## src/rtl/washer_ctrl_gen2.sv

```systemverilog
// washer_ctrl_gen2 -- washing-machine program sequencer with internal phase
// timers, rinse counting, pause/resume, abort-with-drain and fill/drain
// watchdogs.
//
// Ports
//   clk, rst (async, active low)
//   start, door_closed, filled, drained, pause, abort, fault_clr : panel/sensors
//   door_lock, fill_valve, drain_valve, motor_on, motor_fast, dose : actuators
//   done        : one-cycle end-of-program pulse
//   fault       : fault indicator, err_code gives the cause
//                 (01 fill timeout, 10 drain timeout, 11 door opened)
//   state       : current state (debug)
//   rinse_idx   : rinses completed in the current program
//
// All outputs are decoded from registered state only.
module washer_ctrl_gen2 #(
  parameter int CNT_W         = 16,
  parameter int WASH_CYCLES   = 64,
  parameter int RINSE_CYCLES  = 32,
  parameter int RINSE_COUNT   = 2,
  parameter int SPIN_CYCLES   = 48,
  parameter int FILL_TIMEOUT  = 200,
  parameter int DRAIN_TIMEOUT = 200
) (
  input  logic       clk,
  input  logic       rst,
  input  logic       start,
  input  logic       door_closed,
  input  logic       filled,
  input  logic       drained,
  input  logic       pause,
  input  logic       abort,
  input  logic       fault_clr,
  output logic       door_lock,
  output logic       fill_valve,
  output logic       drain_valve,
  output logic       motor_on,
  output logic       motor_fast,
  output logic       dose,
  output logic       done,
  output logic       fault,
  output logic [1:0] err_code,
  output logic [3:0] state,
  output logic [2:0] rinse_idx
);

  localparam logic [3:0] S_IDLE    = 4'd0;
  localparam logic [3:0] S_FILL    = 4'd1;
  localparam logic [3:0] S_DOSE    = 4'd2;
  localparam logic [3:0] S_AGITATE = 4'd3;
  localparam logic [3:0] S_DRAIN   = 4'd4;
  localparam logic [3:0] S_SPIN    = 4'd5;
  localparam logic [3:0] S_DONE    = 4'd6;
  localparam logic [3:0] S_FAULT   = 4'd7;
  localparam logic [3:0] S_PAUSED  = 4'd8;

  // Terminal timer values: a phase of N cycles ends when the timer shows N-1.
  localparam logic [CNT_W-1:0] WASH_LAST  = CNT_W'(WASH_CYCLES - 1);
  localparam logic [CNT_W-1:0] RINSE_LAST = CNT_W'(RINSE_CYCLES - 1);
  localparam logic [CNT_W-1:0] SPIN_LAST  = CNT_W'(SPIN_CYCLES - 1);
  localparam logic [CNT_W-1:0] FILL_LAST  = CNT_W'(FILL_TIMEOUT - 1);
  localparam logic [CNT_W-1:0] DRAIN_LAST = CNT_W'(DRAIN_TIMEOUT - 1);
  localparam logic [3:0]       RC4        = 4'(RINSE_COUNT);

  logic [3:0]       state_q, state_d;
  logic [3:0]       saved_q, saved_d;
  logic [CNT_W-1:0] timer_q, timer_d, timer_inc;
  logic             phase_q, phase_d;   // 0 = WASH, 1 = RINSE
  logic [2:0]       ri_q, ri_d;
  logic             abort_q, abort_d;
  logic [1:0]       err_q, err_d;

  logic lock, abortable, pausable, abort_eff, pausing, resuming;

  assign lock      = (state_q inside {S_FILL, S_DOSE, S_AGITATE, S_DRAIN, S_SPIN, S_PAUSED});
  assign abortable = (state_q inside {S_FILL, S_DOSE, S_AGITATE, S_SPIN, S_PAUSED});
  assign pausable  = (state_q inside {S_FILL, S_AGITATE, S_DRAIN, S_SPIN});
  // An abort arriving while already draining only latches the flag; the
  // drain step itself still proceeds and sees the flag this same cycle.
  assign abort_eff = abort_q | (abort & (state_q == S_DRAIN));
  assign timer_inc = (&timer_q) ? timer_q : timer_q + 1'b1;

  always_comb begin
    state_d  = state_q;
    saved_d  = saved_q;
    phase_d  = phase_q;
    ri_d     = ri_q;
    abort_d  = abort_q;
    err_d    = err_q;
    pausing  = 1'b0;
    resuming = 1'b0;
    if (lock && !door_closed) begin
      state_d = S_FAULT;
      err_d   = 2'b11;
      abort_d = 1'b0;
    end else if (abort && abortable) begin
      state_d = S_DRAIN;
      abort_d = 1'b1;
    end else begin
      abort_d = abort_eff;
      if (pause && pausable) begin
        state_d = S_PAUSED;
        saved_d = state_q;
        pausing = 1'b1;
      end else begin
        case (state_q)
          S_IDLE: if (start && door_closed) begin
            state_d = S_FILL;
            phase_d = 1'b0;
            ri_d    = 3'd0;
          end
          S_FILL: begin
            if (filled) state_d = phase_q ? S_AGITATE : S_DOSE;
            else if (timer_q == FILL_LAST) begin
              state_d = S_FAULT;
              err_d   = 2'b01;
              abort_d = 1'b0;
            end
          end
          S_DOSE: state_d = S_AGITATE;
          S_AGITATE: if (timer_q == (phase_q ? RINSE_LAST : WASH_LAST)) state_d = S_DRAIN;
          S_DRAIN: begin
            if (drained) begin
              if (abort_eff) begin
                state_d = S_IDLE;
                abort_d = 1'b0;
              end else if (!phase_q && RC4 != 4'd0) begin
                state_d = S_FILL;
                phase_d = 1'b1;
              end else if (phase_q && (({1'b0, ri_q} + 4'd1) < RC4)) begin
                state_d = S_FILL;
                ri_d    = ri_q + 3'd1;
              end else begin
                state_d = S_SPIN;
                if (phase_q) ri_d = ri_q + 3'd1;
              end
            end else if (timer_q == DRAIN_LAST) begin
              state_d = S_FAULT;
              err_d   = 2'b10;
              abort_d = 1'b0;
            end
          end
          S_SPIN: if (timer_q == SPIN_LAST) state_d = S_DONE;
          S_DONE: state_d = S_IDLE;
          S_FAULT: if (fault_clr) begin
            state_d = S_IDLE;
            err_d   = 2'b00;
          end
          S_PAUSED: if (!pause) begin
            state_d  = saved_q;
            resuming = 1'b1;
          end
          default: state_d = S_IDLE;
        endcase
      end
    end

    // The cycle on which pause is taken still counts toward the phase; the
    // count then holds through PAUSED and carries back on resume.
    if (pausing)                   timer_d = timer_inc;
    else if (state_q == S_PAUSED)  timer_d = (resuming || state_d == S_PAUSED) ? timer_q : '0;
    else if (state_d == state_q)   timer_d = timer_inc;
    else                           timer_d = '0;
  end

  always_ff @(posedge clk or negedge rst) begin
    if (!rst) begin
      state_q <= S_IDLE;
      saved_q <= S_IDLE;
      timer_q <= '0;
      phase_q <= 1'b0;
      ri_q    <= 3'd0;
      abort_q <= 1'b0;
      err_q   <= 2'b00;
    end else begin
      state_q <= state_d;
      saved_q <= saved_d;
      timer_q <= timer_d;
      phase_q <= phase_d;
      ri_q    <= ri_d;
      abort_q <= abort_d;
      err_q   <= err_d;
    end
  end

  assign door_lock   = lock;
  assign fill_valve  = (state_q == S_FILL);
  assign drain_valve = (state_q == S_DRAIN) || (state_q == S_SPIN);
  assign motor_on    = (state_q == S_AGITATE) || (state_q == S_SPIN);
  assign motor_fast  = (state_q == S_SPIN);
  assign dose        = (state_q == S_DOSE);
  assign done        = (state_q == S_DONE);
  assign fault       = (state_q == S_FAULT);
  assign err_code    = err_q;
  assign state       = state_q;
  assign rinse_idx   = ri_q;

endmodule

```

## config.mk

```make
export PLATFORM = sky130hd
export DESIGN_NAME = washer_ctrl_gen2
export DESIGN_NICKNAME = d
export VERILOG_FILES = /design/src/rtl/washer_ctrl_gen2.sv
export SDC_FILE = /design/constraint.sdc
export NUM_CORES = 1
export LEC_CHECK = 0
export CAP_MARGIN = 20
export CORE_AREA = 2 2 80 82
export DETAILED_ROUTE_END_ITERATION = 8
export DIE_AREA = 0 0 82 84
export SLEW_MARGIN = 40
export SYNTH_ARGS = -nofsm -noshare
export SYNTH_HDL_FRONTEND = slang
export SYNTH_SLANG_ARGS = --single-unit
```

## constraint.sdc

```tcl
create_clock -name clk -period 3.13 [get_ports clk]
set_clock_uncertainty 0.1 [all_clocks]
set_input_delay 0.4695 -clock clk [delete_from_list [all_inputs] [get_ports clk]]
set_output_delay 0.4695 -clock clk [all_outputs]
set_load 0.1 [all_outputs]
```

==> results.toml <==
[status]
status = "completed"

[cells_and_area]
area_growth_pct = 27.0
final_util_pct = 49.0
finalNetCount = 337
layout-drive-gt1-share_pct = 27.5
num_antenna_cells = 0
final_cells = 404

[grt]
gr-total-overflow = 0
antenna_found_initial = 0
grt_pass1_vias = 2221
grt_pass1_wl_um = 10800
grt_use_total_pct = 20.2
grt_start_max_net_pins = 32

[critical_path]
critical_path_arrival_ps = 3060
worstRegToRegCells = 11
crit_type = "register to register"
crit_path_end_kind = "register"
r2r_start = "state[1]"
r2r_end = "timer_q[14]"
critPathRequiredTime_ps = 3180
cp-start-kind = "register"
r2r_slack_ps = 120
cp_max_fo = 16

[yosys]
synth_cell_types = 65
synth_top_area_share_pct = 33.0
syn_avg_cell_area_um2 = 8.48
netlist_top_cells_count = "31 x dfrtp_1, 27 x nor2_1, 25 x nand2_1, 25 x o21ai_0, 19 x a21oi_1"
yosys_warnings = 0
synthFlopType = "dfrtp_1"
synth_edf_count = 0
yosysSeqAreaShare_pct = 33.0
synth_top_area_cell = "dfrtp_1"
synth_fp_nets = 288
syn_area_um2 = 2350
netlist_instances = 277
ys_async_sr_fraction_pct = 100
synth_most_common_cell = "dfrtp_1"
synth_seq_cells = 31
synth_area_leaders = "dfrtp_1 33%, o21ai_0 5.3%, nor2_1 4.3%"

[cts]
clk_pin_slew_ps = 70
cts_buffers = 5
ctsHoldBuffers = 0
clk_latency_ps = 280
cts-root-buf = "clkbuf_8"
clockBufferDepth = 2
tritoncts = "built"
clock-sinks = 31
htreeDepth = 2

[flow_run]
max_cap_viol_count = 0

[placed_design]
portBuffers = 25
dpl.hpwl_um = 5020
routabilityCongestion = 0.919
dpl_worst_slack_ps = -56.9
dp.cells = 394

[floorplanning]
die_area_um2 = 6890
die_h_um = 84
rows = 29
ios = 26
start_util_pct = 38.5
core_area_um2 = 6100
die_w_um = 82

[route]
drc = 0
firstDrtPassIters = 4
detail-route-antenna-nets = 0
drt-total-wl_um = 6640
vias = 2350
drt-vias-per-instance = 5.82
first_iter_violations = 126
wl_per_cell_um = 16.4

[sta]
setup_violations = 0
hold_viol = 0
fin_ws_ps = 123
slew_headroom_pct = 57.2
finalMaxSlewViolations = 0
max_slew.worst_pin.slew_ps = 636
min_period_over_period_pct = 96.1
rsz0062_at_grt = "yes"
min_period_ps = 3010
fmax_mhz = 333

[power]
peakVddDrop_mv = 0.803
power.density_nw_per_um2 = 1100
power_w = 0.00329
power.leakage_nw = 1.18

[min_path]
hold_start = "saved_q[2]"
hold_end = "saved_q[2]"
min_path_cells = 2
hold_class = "register to register"
-- flip-flops by register name, summed over array words and instances (netlist names) --
register / cells
timer_q: 16
rinse_idx: 3
err_code: 2
phase_q: 1
saved_q: 4
state: 4
abort_q: 1
-- worst max path at each step --
stage,start,end,slack [ps],depth (start not counted)
2_1_floorplan,state[0],timer_q[11],-300,10
3_3_place_gp,pause,timer_q[13],-7,11
3_5_place_dp,pause,timer_q[13],-60,11
4_1_cts,state[1],timer_q[1],30,11
5_1_grt,state[1],timer_q[1],-10,11
6_report,state[1],timer_q[14],120,11
-- cells in the final DEF, fill, tap and decap left out, drive strengths merged, types with 4 or more instances in the layout --
cell           instances
or3                    7
a31oi                  6
nand4                  4
o31ai                  8
clkbuf                 7
clkdlybuf4s50          8
nor3                   9
nor2b                  4
a21oi                 21
and4                   4
nand2                 25
or4                    5
o21ai                 27
nor4                   5
nand3                 10
inv                    5
buf                   51
nor2                  27
nand2b                 5
dfrtp                 31
-- worst max-delay path, stage by stage, from the launching register on --
cell and delay [ps]:
dfrtp_4 500, buf_4 240, inv_1 140, a221oi_2 320, o21ai_0 160, or3_1 340
o31ai_1 310, a2111oi_2 90, buf_4 160, a211oi_4 280, buf_12 180, a211oi_1 50
-- cells by family (layout without fill, tap and decap cells) --
| logic type | count (synthesis) | after routing | synth area share, % |
|---|---|---|---|
| AND/OR/NAND/NOR | 126 | 126 | 30.8 |
| flip-flops | 31 | 31 | 33.0 |
| XOR/XNOR | 3 | 3 | 1.12 |
| buffers and inverters | 22 | 72 | 5.64 |
| AO/OA/AOI/OAI | 89 | 89 | 26.6 |
| adder cells (fa/ha/maj) | 2 | 2 | 1.06 |
| multiplexers | 4 | 4 | 1.76 |
-- area by class of cell --
cell class / instances / area [µm²]
fillers: 612 / 3110
repair buffers: 59 / 492
flip-flops and latches: 31 / 791
clock buffers: 7 / 76.3
well taps: 77 / 96.3
multi-input cells: 224 / 1510
clock inverters: 1 / 5.00
inverters: 5 / 18.8
-- stage by stage --
stage	TNS (ps)	cell area (µm²)	hold slack (ps)
2_1_floorplan	-2410	2420	73.9
4_1_cts	0	2950	391
3_3_place_gp	-7.13	2870	366
3_5_place_dp	-184	2870	374
5_1_grt	-13.2	2980	416
6_report	0	2980	385
-- routing by layer --
metal / share of wire (%) / global-route usage (%) / vias up
met1: 43 / 26.5 / 1121
met2: 48 / 32.4 / 69
met5: 0 / 0 / -
met3: 6.0 / 3.90 / 14
met4: 2.6 / 7.73 / 0
li1: - / - / 1146
-- power by group --
part	internal, W	switching [W]	leakage, nW
combinational	0.000793	0.00156	0.731
sequential	0.000508	0.000127	0.402
clock	0.000156	0.000151	0.0422
-- repair_timing --
item | in CTS | in global routing
endpoints found under the setup margin | 0 | 15
setup buffers | 0 | 2
resized for setup | 0 | 7
(Power assumes the default switching activity.)
